==> src/rtl/ann_result_collector.sv <==
`default_nettype none
// ============================================================================
// Module   : ann_result_collector
// Function : Captures passing cascade windows into a result FIFO and merges
//            adjacent same-scale hits. Keeps per-frame face/overflow stats.
// Revision : 1.0
// ============================================================================
module ann_result_collector #(
    parameter int DEPTH      = 64,
    parameter int AW         = 6,
    parameter int MERGE_DIST = 2,
    parameter int HITW       = 4
) (
    input  logic                iClk,
    input  logic                iReset_n,
    input  logic                iWrreq_OM,
    input  logic                iPass,
    input  logic [9:0]          iWin_x,
    input  logic [9:0]          iWin_y,
    input  logic [3:0]          iScale,
    input  logic                iFrame_start,
    input  logic                iRdreq,
    output logic [HITW+23:0]    oRd_data,
    output logic                oRd_valid,
    output logic                oEmpty,
    output logic                oFull,
    output logic [AW:0]         oUsedw,
    output logic [15:0]         oFace_count,
    output logic                oOverflow
);

    localparam int               DW       = HITW + 24;
    localparam logic [AW:0]      FULL_LVL = (AW+1)'(DEPTH);
    localparam logic [HITW-1:0]  HIT_MAX  = '1;
    localparam logic signed [10:0] MD     = 11'(MERGE_DIST);

    logic [DW-1:0]   mem_q [DEPTH];

    logic [AW-1:0]   wr_ptr_q, wr_ptr_d;
    logic [AW-1:0]   rd_ptr_q, rd_ptr_d;
    logic [AW:0]     usedw_q, usedw_d;
    logic            empty_q, empty_d;
    logic            full_q, full_d;
    logic [DW-1:0]   rd_data_q, rd_data_d;
    logic            rd_valid_q, rd_valid_d;
    logic [15:0]     face_q, face_d;
    logic            overflow_q, overflow_d;
    logic            last_valid_q, last_valid_d;
    logic [9:0]      last_x_q, last_x_d;
    logic [9:0]      last_y_q, last_y_d;
    logic [3:0]      last_scale_q, last_scale_d;

    logic              det, pop, pop_last, near, merge, push, drop;
    logic signed [10:0] dx, dy;
    logic [AW-1:0]     last_idx;
    logic [HITW-1:0]   hits_old, hits_new;
    logic [15:0]       face_base;

    always_comb begin
        det      = iWrreq_OM & iPass;
        pop      = iRdreq & ~empty_q;
        pop_last = pop & (usedw_q == (AW+1)'(1));
        dx       = $signed({1'b0, iWin_x}) - $signed({1'b0, last_x_q});
        dy       = $signed({1'b0, iWin_y}) - $signed({1'b0, last_y_q});
        near     = last_valid_q & ~iFrame_start & (iScale == last_scale_q) &
                   (dx >= -MD) & (dx <= MD) & (dy >= -MD) & (dy <= MD);
        // A merge into the entry being popped this cycle becomes a fresh write
        merge    = det & near & ~pop_last;
        push     = det & ~merge & ~full_q;
        drop     = det & ~merge & full_q;
        last_idx = wr_ptr_q - 1'b1;
        hits_old = mem_q[last_idx][DW-1:24];
        hits_new = (hits_old == HIT_MAX) ? hits_old : hits_old + 1'b1;

        wr_ptr_d = wr_ptr_q + {{(AW-1){1'b0}}, push};
        rd_ptr_d = rd_ptr_q + {{(AW-1){1'b0}}, pop};
        usedw_d  = usedw_q + {{AW{1'b0}}, push} - {{AW{1'b0}}, pop};
        empty_d  = (usedw_d == '0);
        full_d   = (usedw_d == FULL_LVL);

        rd_valid_d = pop;
        rd_data_d  = pop ? mem_q[rd_ptr_q] : rd_data_q;
        overflow_d = overflow_q | drop;

        face_base = iFrame_start ? 16'd0 : face_q;
        face_d    = ((merge | push) && face_base != 16'hFFFF) ? face_base + 16'd1
                                                              : face_base;

        last_valid_d = last_valid_q & ~iFrame_start & ~pop_last;
        last_x_d     = last_x_q;
        last_y_d     = last_y_q;
        last_scale_d = last_scale_q;
        if (push || merge) begin
            last_x_d = iWin_x;
            last_y_d = iWin_y;
        end
        if (push) begin
            last_valid_d = 1'b1;
            last_scale_d = iScale;
        end
    end

    always_ff @(posedge iClk) begin
        if (!iReset_n) begin
            wr_ptr_q     <= '0;
            rd_ptr_q     <= '0;
            usedw_q      <= '0;
            empty_q      <= 1'b1;
            full_q       <= 1'b0;
            rd_data_q    <= '0;
            rd_valid_q   <= 1'b0;
            face_q       <= '0;
            overflow_q   <= 1'b0;
            last_valid_q <= 1'b0;
            last_x_q     <= '0;
            last_y_q     <= '0;
            last_scale_q <= '0;
        end else begin
            wr_ptr_q     <= wr_ptr_d;
            rd_ptr_q     <= rd_ptr_d;
            usedw_q      <= usedw_d;
            empty_q      <= empty_d;
            full_q       <= full_d;
            rd_data_q    <= rd_data_d;
            rd_valid_q   <= rd_valid_d;
            face_q       <= face_d;
            overflow_q   <= overflow_d;
            last_valid_q <= last_valid_d;
            last_x_q     <= last_x_d;
            last_y_q     <= last_y_d;
            last_scale_q <= last_scale_d;
        end
    end

    // Storage needs no reset; pointers and occupancy define what is live
    always_ff @(posedge iClk) begin
        if (iReset_n) begin
            if (push)
                mem_q[wr_ptr_q] <= {{{(HITW-1){1'b0}}, 1'b1}, iScale, iWin_y, iWin_x};
            else if (merge)
                mem_q[last_idx][DW-1:24] <= hits_new;
        end
    end

    assign oRd_data    = rd_data_q;
    assign oRd_valid   = rd_valid_q;
    assign oEmpty      = empty_q;
    assign oFull       = full_q;
    assign oUsedw      = usedw_q;
    assign oFace_count = face_q;
    assign oOverflow   = overflow_q;

endmodule
`default_nettype wire

==> config.mk <==
export PLATFORM = sky130hd
export DESIGN_NAME = ann_result_collector
export DESIGN_NICKNAME = d
export VERILOG_FILES = /design/src/rtl/ann_result_collector.sv
export SDC_FILE = /design/constraint.sdc
export NUM_CORES = 2
export LEC_CHECK = 0
export BUFFER_PORTS_ARGS = -buffer_cell sky130_fd_sc_hd__buf_2
export CAP_MARGIN = 10
export CORE_MARGIN = 1
export CORE_UTILIZATION = 60
export DETAILED_ROUTE_END_ITERATION = 6
export PLACE_DENSITY = 0.78
export SLEW_MARGIN = 20
export SYNTH_ARGS = -nofsm -noshare
export SYNTH_HDL_FRONTEND = slang
export SYNTH_SLANG_ARGS = --single-unit
==> constraint.sdc <==
create_clock -name iClk -period 10.2 [get_ports iClk]
set_input_delay 1.02 -clock iClk [delete_from_list [all_inputs] [get_ports iClk]]
set_output_delay 1.02 -clock iClk [all_outputs]
set_load 0.03 [all_outputs]
==> results.cfg <==
[synthesis]
syn_area_per_cell_sq_um = 21.4
synth_compound_area_share_pct = 1.62
ys_async_sr_fraction_pct = 0
synth_seq_cells = 1884
synth_area_leaders = edfxtp_1 (70%), mux4_2 (20%), dfxtp_1 (2.4%)
synth_edf_count = 1792
ys.flop_type = edfxtp_1
synthCells = 3583
yosysWarnings = 0
synthesis.nets = 3652
synth_top_area_share_pct = 70.2
synth-simple-area-share_pct = 3.44
synthesis.area_sq_um = 76600
synth_top_family_by_area = multiplexers
synthMuxAreaShare_pct = 19.8
synth-xor-area-share_pct = 0.500
ys_types = 89
yosysSeqAreaShare_pct = 72.6
synth_fa_ha_area_share_pct = 0.666
synth_largest_area_cell = edfxtp_1

[placed_design]
dp.cells = 5225
globalplace.congestion = 0.908
io_buffers = 84
dp_hpwl_microns = 108000

[hold_path]
min_from = last_y_q[6]
min_path_type = reg -> reg

[final_layout]
syn2layout_area_growth_pct = 11.6
multi_input_area_sq_um = 20500
layout.nets = 3826
drive_gt1_share_pct = 33.0
layout.cells.non_filler = 5557
seqCellArea_sq_um = 55700
fill_cells = 7464

[clocking]
clk_latency_ns = 0.83
path_clk_slew_ns = 0.07
clk_path_buf_depth = 3
clock_sink_count = 1884
cts_buffers = 179
cts_resized = 0
tritoncts = yes
cts_hold_buf = 0
post_cts_buffers = 0
htreeDepth = 4
root_buffer = clkbuf_16

[floorplan]
dieWidth_microns = 359
die_y_microns = 359
num_rows = 130
start_util_pct = 60.7
io_pins = 85
die_area_sq_um = 129000
fp.coreArea_sq_um = 126000

[global_routing]
grt-ovfl-total = 0
grt_first_pass_wirelength_microns = 287000
antenna_found_initial = 22
grt_pass1_vias = 40100
gr-usage-all-layers_pct = 31.5
grt_max_degree = 125

[pwr]
p_leak_uw = 0.0268
switching_power_uw = 3760
p_int_uw = 12800
ir_worst_vdd_mv = 0.171
power_frac_clock_pct = 39.9
seqPwrFrac_pct = 51.6
swShare_pct = 22.7
p_comb_share_pct = 8.5
power_density_nw_per_um2 = 193
post-layout-total-power_uw = 16500

[drt]
post-route-drc-count = 0
via_per_inst = 7.11
top_layer = met5
dr_wl_met3_microns = 26200
wl_met1_microns = 66900
detail_route.wl_per_cell_microns = 35.9
vias = 39500
dr.pass1.iters = 5
ant_nets = 0
route.met2.wl_microns = 97000
drt_wl_total_microns = 200000
first_iter_violations = 5840

[sta]
slew_headroom_pct = 24.2
rsz0062_at_grt = false
finalClockSkew_ns = 0.0372
fin_crit_sh_pct = 62.7
worstMarginPinSlew_ns = 1.13
period_needed_ns = 6.40
max_freq_mhz = 156
setup_viol = 0
drv_slew = 0
tns_ns = 0
finalHoldViolCount = 0

[setup_path]
cp_cell_sequence = inv_1 > ha_2 > buf_4 > mux4_2 > mux4_2 > mux2_2 > o21ai_0 > inv_1 > nand3_1 > mux2i_1 > nor2_4 > buf_4
cp-start-kind = register
critPathKind = reg -> reg
cp_num_buf_inv = 4
r2r_start = wr_ptr_q[0]
worstPathRequired_ns = 10.74
slowest_delay_ns = 1.00
cp.arrival_ns = 6.93
cpLargestDelayFamily = buffers and inverters
crit_start = wr_ptr_q[0]
cp_max_fo = 44
crit_slowest_cell = ha_2
end_kind = register

[status]
outcome = completed

[flow_run]
cap_violations = 0
==> sequential cells by signal (all words and copies together), names as in the netlist, 4 cells and up <==
| signal | cells |
|---|---|
| mem_q | 1792 |
| wr_ptr_q | 6 |
| oRd_data | 28 |
| last_x_q | 10 |
| last_scale_q | 4 |
| oFace_count | 16 |
| rd_ptr_q | 6 |
| last_y_q | 10 |
| oUsedw | 7 |
==> power groups by stage <==
stage	clock (uW)	combinational, uW	sequential (uW)
after floorplan	0	958	8710
after global placement	0	1360	8700
after detailed placement	0	1380	8700
after CTS	6640	1400	8540
after global routing	6910	1480	8540
final	6590	1400	8540
==> cell usage after synthesis (all sizes together) (4+ instances only) <==
cell    count
dfxtp      92
nand3      32
a21o        8
xnor2      25
nor4       14
and3       11
ha         36
inv        52
nand2b     12
mux2i       5
nor2      113
o211ai      6
nor3b      24
or3         9
xor2       17
nand2     142
nor3       54
and2       13
clkbuf    133
o21a        4
edfxtp   1792
a211oi     11
o21ai      20
nand4      13
buf        77
mux4      668
a21oi     108
nor2b      36
==> worst min-delay path, stage by stage, from the launching register on <==
cell and delay, ns:
dfxtp_1 0.30, nand2_1 0.05, a21oi_1 0.05
==> metrics by stage <==
| stage | setup WS, ns | hold slack (ns) | utilization (%) | instance area (sq um) |
|---|---|---|---|---|
| floorplan | 2.65 | 0.432 | - | 76600 |
| global placement | 3.79 | 0.440 | 63.2 | 79800 |
| detailed placement | 3.60 | 0.446 | 63.2 | 79800 |
| CTS | 3.64 | 0.420 | 67.7 | 85500 |
| global route | 3.55 | 0.466 | 67.8 | 85500 |
| finish | 3.80 | 0.451 | 67.8 | 85500 |
==> area by class of cell <==
cell class	instances	share of cell area, %
Clock inverter	95	1.08
Inverter	52	0.230
Antenna cell	4	0.0117
Timing Repair Buffer	203	1.60
Clock buffer	232	5.63
Sequential cell	1884	65.1
Multi-Input combinational cell	1437	23.9
Tap cell	1650	2.41
==> logic make-up after synthesis <==
logic type               Yosys count
flip-flops                      1884
multiplexers                     675
AND/OR/NAND/NOR                  494
buffers and inverters            262
AO/OA/AOI/OAI                    187
XOR/XNOR                          42
adder cells (fa/ha/maj)           39
==> worst paths after layout <==
| kind | to | slack [ns] | cells after the start |
|---|---|---|---|
| worst max-delay path | mem_q[31][25] | 3.80 | 12 |
| worst min-delay path | last_y_q[6] | 0.45 | 2 |
| worst max register to register | mem_q[31][25] | 3.80 | 12 |
| worst min register to register | last_y_q[6] | 0.45 | 2 |
==> cells in the final DEF (no fill, tap or decap), types with 20 or more instances in the layout <==
cell type and instances:
nor3_1 31, buf_4 114, clkbuf_1 43, clkinv_2 35, nor2_1 77, edfxtp_1 1792
nand2_1 142, a21oi_1 98, dfxtp_1 84, clkinv_1 27, mux4_2 665, inv_1 49
ha_1 35, clkbuf_16 182, nor2b_4 22, buf_2 84, nand3_1 30, xnor2_1 22
nor2_4 20
==> per-layer routing <==
| metal | vias to the layer above | GRT usage, % |
|---|---|---|
| li1 | 15400 | - |
| met2 | 3047 | 49.8 |
| met5 | - | 0 |
| met4 | 24 | 13.7 |
| met3 | 547 | 9.52 |
| met1 | 20500 | 40.8 |
Power figures use the tool's default switching activity.
